`src/rtl/chaos_pkg.sv`:
```
// Shared definitions for the chaos input/output stages: FIFO word field
// positions, frame limits, FSM state codes and the one-hot channel check.
package chaos_pkg;

  localparam int PAYLOAD_MSB = 139;
  localparam int CH_LSB      = 4;
  localparam int CNT_LSB     = 0;
  localparam int MAX_WORDS   = 8;

  localparam int PAYLOAD_W   = 128;
  localparam int CH_W        = 8;
  localparam int CNT_W       = 4;

  typedef logic [2:0] state_t;
  localparam state_t S_IDLE  = 3'd0;
  localparam state_t S_READ  = 3'd1;
  localparam state_t S_CHECK = 3'd2;
  localparam state_t S_SEND  = 3'd3;
  localparam state_t S_GAP   = 3'd4;

  // True when exactly one bit of the channel select is set.
  function automatic logic onehot_chk(input logic [CH_W-1:0] v);
    return (v != '0) && ((v & (v - 1'b1)) == '0);
  endfunction

endpackage

```
`src/rtl/output_stage.sv`:
```
// Output stage: pops one frame from the FIFO, validates it, then streams its
// words to the selected channel. Optional drop counter: OUTPUT_STAGE_DROP_CNT_EN.
module output_stage
  import chaos_pkg::*;
#(
  parameter int DATA_W = 16,
  parameter int NUM_CH = 8
) (
  input  logic               clk_in,
  input  logic               rst,
  input  logic [139:0]       data_from_fifo,
  input  logic               fifo_empty,
  output logic               fifo_r_enable,
  input  logic               out_ready,
  output logic [DATA_W-1:0]  data_out,
  output logic [NUM_CH-1:0]  valid_out,
  output logic               last_out,
  output logic               ch_err,
  output logic               busy
`ifdef OUTPUT_STAGE_DROP_CNT_EN
  ,
  output logic [15:0]        drop_cnt
`endif
);

  state_t                 state_q, state_d;
  logic                   ren_q, ren_d;
  logic [PAYLOAD_W-1:0]   shift_q, shift_d;
  logic [NUM_CH-1:0]      ch_q, ch_d;
  logic [CNT_W-1:0]       cnt_q, cnt_d;
  logic [DATA_W-1:0]      data_q, data_d;
  logic [NUM_CH-1:0]      valid_q, valid_d;
  logic                   last_q, last_d;
  logic                   err_q, err_d;
  logic                   xfer;

  assign xfer = (valid_q != '0) && out_ready;

  always_comb begin
    // NOTE: every _d defaults to hold (pulses to 0) before the case, so no
    // path leaves a signal unassigned and no latch is inferred.
    state_d = state_q;
    ren_d   = 1'b0;
    shift_d = shift_q;
    ch_d    = ch_q;
    cnt_d   = cnt_q;
    data_d  = data_q;
    valid_d = valid_q;
    last_d  = last_q;
    err_d   = 1'b0;
    case (state_q)
      S_IDLE: begin
        if (!fifo_empty) begin
          ren_d   = 1'b1;
          state_d = S_READ;
        end
      end
      S_READ: begin
        shift_d = data_from_fifo[PAYLOAD_MSB -: PAYLOAD_W];
        ch_d    = data_from_fifo[CH_LSB +: NUM_CH];
        cnt_d   = data_from_fifo[CNT_LSB +: CNT_W];
        state_d = S_CHECK;
      end
      S_CHECK: begin
        if (cnt_q == '0 || cnt_q > CNT_W'(MAX_WORDS) || !onehot_chk(ch_q)) begin
          err_d   = 1'b1;
          state_d = S_IDLE;
        end else begin
          valid_d = ch_q;
          data_d  = shift_q[PAYLOAD_W-1 -: DATA_W];
          last_d  = (cnt_q == CNT_W'(1));
          state_d = S_SEND;
        end
      end
      S_SEND: begin
        if (xfer) begin
          if (last_q) begin
            valid_d = '0;
            last_d  = 1'b0;
            data_d  = '0;
            state_d = S_GAP;
          end else begin
            // cnt_q counts the words still to go, including the one on data_out.
            shift_d = shift_q << DATA_W;
            cnt_d   = cnt_q - CNT_W'(1);
            data_d  = shift_q[PAYLOAD_W-DATA_W-1 -: DATA_W];
            last_d  = (cnt_q == CNT_W'(2));
          end
        end
      end
      S_GAP:   state_d = S_IDLE;
      default: state_d = S_IDLE;
    endcase
  end

  // NOTE: the datapath registers are reset along with the FSM, so an
  // interrupted frame leaves nothing behind that could resurface later.
  always_ff @(posedge clk_in or posedge rst) begin
    if (rst) begin
      state_q <= S_IDLE;
      ren_q   <= 1'b0;
      shift_q <= '0;
      ch_q    <= '0;
      cnt_q   <= '0;
      data_q  <= '0;
      valid_q <= '0;
      last_q  <= 1'b0;
      err_q   <= 1'b0;
    end else begin
      state_q <= state_d;
      ren_q   <= ren_d;
      shift_q <= shift_d;
      ch_q    <= ch_d;
      cnt_q   <= cnt_d;
      data_q  <= data_d;
      valid_q <= valid_d;
      last_q  <= last_d;
      err_q   <= err_d;
    end
  end

  assign fifo_r_enable = ren_q;
  assign data_out      = data_q;
  assign valid_out     = valid_q;
  assign last_out      = last_q;
  assign ch_err        = err_q;
  assign busy          = (state_q != S_IDLE);

`ifdef OUTPUT_STAGE_DROP_CNT_EN
  logic [15:0] drop_q;

  always_ff @(posedge clk_in or posedge rst) begin
    if (rst) begin
      drop_q <= '0;
    end else if (err_q && drop_q != 16'hFFFF) begin
      drop_q <= drop_q + 16'd1;
    end
  end

  assign drop_cnt = drop_q;
`endif

endmodule
```
`config.mk`:
```
export PLATFORM = sky130hd
export DESIGN_NAME = output_stage
export DESIGN_NICKNAME = d
export VERILOG_FILES = /design/src/rtl/chaos_pkg.sv /design/src/rtl/output_stage.sv
export SDC_FILE = /design/constraint.sdc
export NUM_CORES = 1
export LEC_CHECK = 0
export ABC_CLOCK_PERIOD_IN_PS = 11950
export BUFFER_PORTS_ARGS = -buffer_cell sky130_fd_sc_hd__buf_2
export CAP_MARGIN = 40
export CORE_UTILIZATION = 60
export CTS_BUF_LIST = sky130_fd_sc_hd__clkbuf_4
export CTS_CLUSTER_SIZE = 25
export DETAILED_ROUTE_END_ITERATION = 10
export HOLD_SLACK_MARGIN = 0.08
export PLACE_DENSITY = 0.93
export SLEW_MARGIN = 20
export SYNTH_ARGS = -nofsm -noshare
export SYNTH_HDL_FRONTEND = slang
export SYNTH_SLANG_ARGS = --single-unit
```
`constraint.sdc`:
```
create_clock -name clk_in -period 11.95 [get_ports clk_in]
set_input_delay 0.5975 -clock clk_in [delete_from_list [all_inputs] [get_ports clk_in]]
set_output_delay 0.5975 -clock clk_in [all_outputs]
set_load 0.02 [all_outputs]
```
Word level (Yosys, flattened, before mapping)

Index checks and enable logic that the tools add are counted.

Input bits: 144
Memory bits (read-only): 0
Word-level logic and storage cells: 67
Output and inout port bits: 28
Memory bits (writable): 0
Memories kept: 0
Bits in latches: 0
Register bits after elaboration: 170

Equal/unequal tests: 10
Divide/modulo/power cells: 0
Bitwise logic cells: 1
Shifts and indexed selects: 0
Add/sub/neg operators: 2
Reductions and logical operators: 17
$mul: 0
Mux-type cells: 27
Order comparisons: 1

Operator list:

| operator                                          | number |
|---|---|
| two-way mux 128 bit                               | 2 |
| case mux 128 bit (2 select lines)                 | 1 |
| two-way mux 16 bit                                | 3 |
| case mux 16 bit (2 select lines)                  | 1 |
| two-way mux 8 bit                                 | 3 |
| case mux 8 bit (2 select lines)                   | 1 |
| nonzero test 8 bit                                | 2 |
| case mux 3 bit (4 select lines)                   | 1 |
| != test 2 bit (second input constant)             | 5 |
| two-way mux 3 bit                                 | 3 |
| AND reduction 3 bit                               | 3 |
| AND 8 bit                                         | 1 |
| logical NOT 8 bit                                 | 1 |
| two-way mux 4 bit                                 | 2 |
| case mux 4 bit (2 select lines)                   | 1 |
| subtractor 8 x 1 -> 8 bit (second input constant) | 1 |
| two-way mux 1 bit                                 | 7 |
| == test 3 x 2 -> 1 bit (second input constant)    | 2 |
| == test 4 x 1 -> 1 bit (second input constant)    | 1 |
| == test 4 x 2 -> 1 bit (second input constant)    | 1 |
| > comparator 4 bit (second input constant)        | 1 |
| logical NOT 4 bit                                 | 1 |
| AND reduction 4 bit                               | 1 |
| nonzero test 2 bit                                | 2 |
| other kinds (9)                                   | 11 |

Depth between registers and ports, before layout

Gate-level depths: netlist of run 1.

Word-level depth: 8
Depth in mapped cells: 10

Least setup slack after synthesis of run 1

Ideal clock, no wire load.

Path type: reg-to-reg
Start point: reg ch_q[0]
End point: reg last_q, in the netlist last_out
Data required time: 11.825 ns
Data arrival time: 2.193 ns
Library setup time: 0.125 ns
Stages on the path, launching flop included: 8
Path slack: 9.633 ns
Period minus slack after synthesis: 2.317 ns
Cell sequence: dfrtp_1 or4_4 nor4_2 a21oi_1 a211oi_4 a21o_1 buf_6 mux2_2

Longest elaborated chain between the ends: 8
Elaborated cells on any way between the ends: 9

RTL lines:

| what                              | RTL line            | RTL |
|---|---|---|
| start: declaration                | output_stage.sv:29  | `logic [NUM_CH-1:0] ch_q, ch_d;` |
| start signal: assignment          | output_stage.sv:113 | `ch_q <= ch_d;` |
| subtractor 8 x 1 -> 8 bit         | chaos_pkg.sv:23     | `return (v != '0) && ((v & (v - 1'b1)) == '0);` |
| AND 8 bit                         | chaos_pkg.sv:23     |  |
| logical NOT 8 bit                 | chaos_pkg.sv:23     |  |
| logical AND 1 bit (*)             | chaos_pkg.sv:23     |  |
| logical NOT 1 bit (*)             | output_stage.sv:65  | `if (cnt_q == '0 \|\| cnt_q > CNT_W'(MAX_WORDS) \|\| !onehot_chk(ch_q)) begin` |
| logical OR 1 bit (*)              | output_stage.sv:65  |  |
| != test 2 bit (no line) (*)       | --                  |  |
| AND reduction 3 bit (no line) (*) | --                  |  |
| end signal: assignment            | output_stage.sv:117 | `last_q <= last_d;` |
| end: declaration                  | output_stage.sv:33  | `logic last_q, last_d;` |

Every way passes the cells marked *; elsewhere a longest branch is shown, timed or not.
A chain may end at the register's enable or synchronous reset.

Final worst setup path of run 1

Start point: reg valid_q[2], in the netlist valid_out[2]
End point: reg shift_q[91]

Longest elaborated chain between the ends: 4

RTL lines:

| what                          | RTL line            | RTL |
|---|---|---|
| start: declaration            | output_stage.sv:32  | `logic [NUM_CH-1:0] valid_q, valid_d;` |
| start signal: assignment      | output_stage.sv:116 | `valid_q <= valid_d;` |
| nonzero test 8 bit            | output_stage.sv:37  | `assign xfer = (valid_q != '0) && out_ready;` |
| logical AND 1 bit             | output_stage.sv:37  |  |
| != test 2 bit (no line)       | --                  |  |
| AND reduction 3 bit (no line) | --                  |  |
| end signal: assignment        | output_stage.sv:112 | `shift_q <= shift_d;` |
| end: declaration              | output_stage.sv:28  | `logic [PAYLOAD_W-1:0] shift_q, shift_d;` |

No other way between the ends.

==> results of run 1 <==
## routing by layer
layer | up-vias | track usage, %
met5 | - | 0
met4 | 0 | 12.0
met3 | 40 | 5.90
met2 | 283 | 47.2
met1 | 3171 | 39.8
li1 | 3195 | -
## area by class of cell
cell class / count / area share (%)
inverters: 21 / 0.940
clock inverters: 5 / 0.267
well taps: 168 / 2.36
multi-input cells: 607 / 34.6
flip-flops and latches: 170 / 47.7
clock buffers: 25 / 2.11
repair buffers: 184 / 12.0
## sequential cells by signal, summed over array words and instances, names as in the netlist
signal,flops
ch_q,8
shift_q,128
ch_err,1
last_out,1
state_q,3
data_out,16
fifo_r_enable,1
cnt_q,4
valid_out,8
## report_power, final
group          total, µW  switching, µW  leakage [µW]  internal (µW)
sequential          1060            199       0.00193            861
combinational        979            590       0.00211            389
clock                278            182      0.000124           96.2
## how the worst max path moves through the flow
stage | startpoint | end | depth (start not counted)
final | valid_out[2] | shift_q[91] | 8
after global routing | valid_out[2] | shift_q[50] | 8
after CTS | ch_q[0] | last_out | 6
after detailed placement | ch_q[0] | last_out | 6
after global placement | state_q[2] | shift_q[100] | 5
after floorplan | rst | ch_err | 1
## what timing repair did
| action | 4_1_cts | 5_1_grt |
|---|---|---|
| hold buffers | 1 | 0 |
| setup endpoints to repair | 0 | 0 |
| hold endpoints to repair | 19 | 0 |
## cell families (layout without fill, tap and decap cells)
family          after synthesis  after routing
fa+ha+maj                     3              3
buf+inv                      83            235
compound gates              175            175
simple gates                403            403
flops                       170            170
mux                          25             25
xor+xnor                      1              1
## cells in the final DEF (no fill, tap or decap), types with 16 or more instances in the layout
cell	netlist	final
dfrtp_1	170	170
a21oi_1	24	23
a22o_1	16	16
clkbuf_4	0	25
nor2_1	124	122
nor3b_1	17	17
buf_2	0	171
nand2_1	244	243
mux2i_1	16	16
inv_1	21	20
a31oi_1	113	113
## through the flow
step	std cells	hold slack (ns)	cell area [µm²]
final	1180	0.202	8910
after global routing	1180	0.173	8910
after CTS	1177	0.152	8850
after detailed placement	1146	0.466	8630
after global placement	1141	0.456	8520
after floorplan	860	0.440	7650
==> metrics, run 1 <==
CTS sink count=170; DR DRC count=0; Worst VDD drop=roughly 0.14 mV; Largest stage delay, worst path=around 0.54 ns; fraction of registers with async set/reset=100%; RSZ-0062 raised after global routing=false; CTS Buf Count=17; CTS resizes=0; Fin. Hold Viols=0; area of the mapped netlist=roughly 7600 µm²; vias in the first global route=~6000; drt pass-1 iters=6; Crit-path slowest cell=a21boi_0; synth top area cells=dfrtp_1 56%, nand2_1 12%, a31oi_1 9.2%; DR WL/cell=15.6 µm; fin crit period=a little under 3 ns; largest family of logic cells by synthesized area=simple AND/OR/NAND/NOR gates; synthesis warning total=0; fin. max-slew vios=0; drt total wl=~18 mm; highest routed layer=met4; CP Launch Type=register; pwr dens=roughly 260 nW/µm²; data required time at the worst endpoint=between 10 and 15 ns; fill cell count=904; setup slack at placement=8.70 ns; port buffer count=171; cell taking the most area after synthesis=dfrtp_1; Detail Route met2 WL=slightly below 9 mm; Initial Util=between 60% and 70%; die area=13200 µm²; first-pass GRT wire length=around 29 mm; syn_area_per_cell=slightly below 9 µm²; Synth Area in Simple Gates=21.3%; WS Path Type=register to register; via count=about 6700; skew final=around 0.018 ns; Final Wtd Congestion=around 0.83; most frequent cells after synthesis=244 x nand2_1, 170 x dfrtp_1, 124 x nor2_1; Sequential Area=~4300 µm²; TNS Setup=0 ns; GRT Total Usage=around 30%; Slew HR=46.4%; Final setup viols=0; Crit. End Element=register; met3 wire length=~1.2 mm; Multi-input gate area=3090 µm²; hold depth=2; share of layout cells above drive strength 1=about 23%; 1st-iter DRT viols=793; final worst path period share=around a quarter; final worst slack=about 9 ns; antenna viol nets, final=0; Post-Synth XOR/XNOR Area=less than 1%; number of nets in the layout=between 1000 and 1500; R2R setup slack=about 9.0 ns; total nets after synthesis=~1000; CTS H-tree depth=4; slew of the pin with the lowest slew margin=around 0.8 ns; drt via density=5.67; CTS max path bufs=2; Worst Path Buf+Inv=3; Lkg Pwr=0.00416 µW; worst hold start=fifo_empty; Synth Instances=860; outcome=complete, no violations; number of inserted diodes=0; FMAX=approximately 340 MHz; FF+latch count, synth=between 150 and 200; worst path cell trace=nor4_1, a21boi_0, a21o_4, buf_16, buf_4, buf_12, nor2_1, a31oi_1; final core occ=73.0%; most common cell in the netlist=nand2_1; Worst Hold Path EP=fifo_r_enable; sequential share of the synthesized area=a little under three fifths; Synth Area in Compound Gates=between 10% and 20%; Rows=40; Area Growth Syn to Fin=16.6%; Power Total=around 2300 µW; RR Startpoint=valid_out[2]; Crit Path Max Fanout=85; CTS clk-pin slew, worst paths=between 0.1 and 0.15 ns; Crit path max-delay family=compound AO/OA/AOI/OAI gates; worst hold path type=input pin to register; Worst Reg-to-Reg Cells=8; Most used DFF post-synth=dfrtp_1; core area=approximately 12000 µm²; Die Width=about 110 µm; signal arrival time at the worst endpoint=approximately 3.5 ns; Max-Cap Viols=0; Post-synth EDFFs=0; wl on met1=between 7 and 8 mm; Unique masters post-synth=33; Remaining Overflow, GRT=0; IO Pins=about 170; DP HPWL=between 10 and 15 mm; die height=between 100 and 150 µm; initial antenna violation count=0; Yosys top cell area share=55.6%; TritonCTS clock tree=done; clk root buf=clkbuf_4; total setup buffers inserted after CTS=0; proportion of synthesized area in mux cells=around 3.4%; largest net degree at the start of global routing=between 100 and 150; Adder-Cell Fraction of Synth Area=0.491%; reg2reg end=shift_q[91]; Skew-Pair Late Insertion Delay=a little under 0.6 ns
Note: power is estimated with default switching activity, not from simulation.
==> run 2, diff against run 1 <==
ABC_CLOCK_PERIOD_IN_PS = 2640   (was 11950)
CORE_UTILIZATION = 51   (was 60)
PLACE_DENSITY = 0.85   (was 0.93)
clock period = 2.64 ns   (was 11.95 ns; I/O delays follow)
==> metrics, run 2 (synthesis gave the netlist of run 1 again) <==
outcome=complete, no violations; CTS clk-pin slew, worst paths=0.15 ns (+0.03 ns); pwr dens=1070 nW/µm² (+310%); cell count after placement=1173 (+2.4%); Initial Util=52.4% (-10 points); Area Growth Syn to Fin=36.6%; placed cell areas=8750 µm² (+1.4%); final worst path period share=92.4% (+68 points); CTS H-tree depth=4 (unchanged); port buffer count=171 (unchanged); DR DRC count=0 (unchanged); Final Wtd Congestion=0.833 (-0.12%); final core occ=71.6% (-1.4 points); Max-Cap Viols=0 (unchanged); Die Width=124 µm (+8.3%); TritonCTS clock tree=done; Largest Register=shift_q; data required time at the worst endpoint=3.11 ns (-9.34 ns); Remaining Overflow, GRT=0 (unchanged); R2R setup slack=0.20 ns (-8.80 ns); Finished Cell Area=10400 µm² (+17%); drt total wl=23.4 mm (+27%); largest net degree at the start of global routing=171 (+69%); Non-Filler Instances=1348 (+14%); Slew HR=38.9% (-7.4 points); DP HPWL=12.5 mm (-1.4%); share of layout cells above drive strength 1=20.4% (-2.2 points); Worst VDD drop=0.588 mV (+320%); Multi-input gate area=3090 µm² (unchanged); IO Pins=172 (unchanged); clk root buf=clkbuf_4; signal arrival time at the worst endpoint=2.91 ns (-0.54 ns); worst hold path type=input pin to register; number of nets in the layout=1297 (+13%); FMAX=410 MHz (+21%); DR WL/cell=17.4 µm (+11%); 1st-iter DRT viols=925 (+17%); TNS Setup=0 ns (unchanged); RSZ-0062 raised after global routing=false; Crit Path Max Fanout=16 (-81%); GRT Total Usage=30.8% (+1.3 points); CTS max path bufs=2 (unchanged); fin. max-slew vios=0 (unchanged); Skew-Pair Late Insertion Delay=0.56 ns (-0.02 ns); Fin. Hold Viols=0 (unchanged); Rows=44 (+10%); die area=15500 µm² (+17%); antenna viol nets, final=0 (unchanged); first-pass GRT wire length=37.5 mm (+27%); skew final=0.0259 ns (+0.00828 ns); WS Path Type=register to register; CTS sink count=170 (unchanged); Sequential Area=4250 µm² (unchanged); CTS Buf Count=17 (unchanged); RR Startpoint=ch_q[0]; max FFs per register=128 (unchanged); Crit. End Element=register; fill cell count=988 (+9.3%); CP Launch Type=register; Final setup viols=0 (unchanged); most frequent cells in the layout=243 x nand2_1, 171 x buf_2, 170 x dfrtp_1; drt via density=5.59 (-1.4%); die height=124 µm (+8.3%); most common cell after layout, fill and taps aside=nand2_1; crit path from=ch_q[0]; vias in the first global route=7415 (+23%); via count=7535 (+13%); drt pass-1 iters=5 (-1); core area=14600 µm² (+19%); slew of the pin with the lowest slew margin=0.916 ns (+0.112 ns); Worst Reg-to-Reg Cells=7 (-1); Lkg Pwr=0.00479 µW (+15%); fin crit period=2.44 ns (-0.510 ns); worst hold start=out_ready; initial antenna violation count=1 (+1); Worst setup endpoint=data_out[2]; reg2reg end=data_out[2]
[run 2: cell count changes in the layout (fill, tap and decap cells not counted), sizes merged]
| cell | change |
|---|---|
| buf | +8 |
| clkinv | +4 |
| dlygate4sd3 | +141 |
| clkinvlp | +3 |
| diode | +1 |
| inv | -1 |
| clkbuf | -6 |
| bufinv | +2 |
[run 2: timing repair]
| action | 4_1_cts | 5_1_grt |
|---|---|---|
| setup buffers | 0 | 0 |
| hold buffers | 142 | 0 |
| resized for setup | 0 | 0 |
| endpoints found under the hold margin | 312 | 0 |
[run 2: metal layers]
layer	vias up	routed length (µm)	track usage, %
li1	3492	-	-
met1	3523	9140	37.2
met2	416	11600	51.7
met3	104	1470	6.49
met4	0	1280	16.2
met5	-	0	0
[run 2: final cells by class]
cell class                 count  share of cell area, %
antenna                        1                 0.0240
sequential                   170                   40.7
timing repair buffer         333                   24.1
multi-input combinational    607                   29.6
tap                          184                   2.20
clock buffer                  19                   1.37
inverter                      21                  0.791
clock inverter                13                   1.23
[run 2: worst min-delay path by stage]
stage / endpoint / cells past startpoint
6_report: state_q[0] / 5
5_1_grt: state_q[0] / 5
4_1_cts: state_q[0] / 5
3_5_place_dp: fifo_r_enable / 2
3_3_place_gp: fifo_r_enable / 2
2_1_floorplan: fifo_r_enable / 1
[run 2: critical path, stage by stage (launching register included)]
cell and delay [ns]:
dfrtp_1 0.45, or4_4 0.58, nor4_2 0.23, a21oi_1 0.12
a211oi_4 0.26, a21o_1 0.15, buf_4 0.30, mux2i_1 0.26
[run 2: metrics by stage]
| step | hold slack, ns | total power [µW] | setup slack, ns |
|---|---|---|---|
| 2_1_floorplan | 0.209 | 7930 | 0.323 |
| 3_3_place_gp | 0.308 | 9130 | 0.360 |
| 3_5_place_dp | 0.315 | 9320 | 0.297 |
| 4_1_cts | 0.167 | 10900 | 0.254 |
| 5_1_grt | 0.197 | 12000 | 0.136 |
| 6_report | 0.213 | 11200 | 0.201 |
[run 2: power breakdown]
group | switching (µW) | internal, µW | total [µW]
clock network | 926 | 572 | 1500
registers | 904 | 3900 | 4800
logic | 2910 | 1980 | 4890
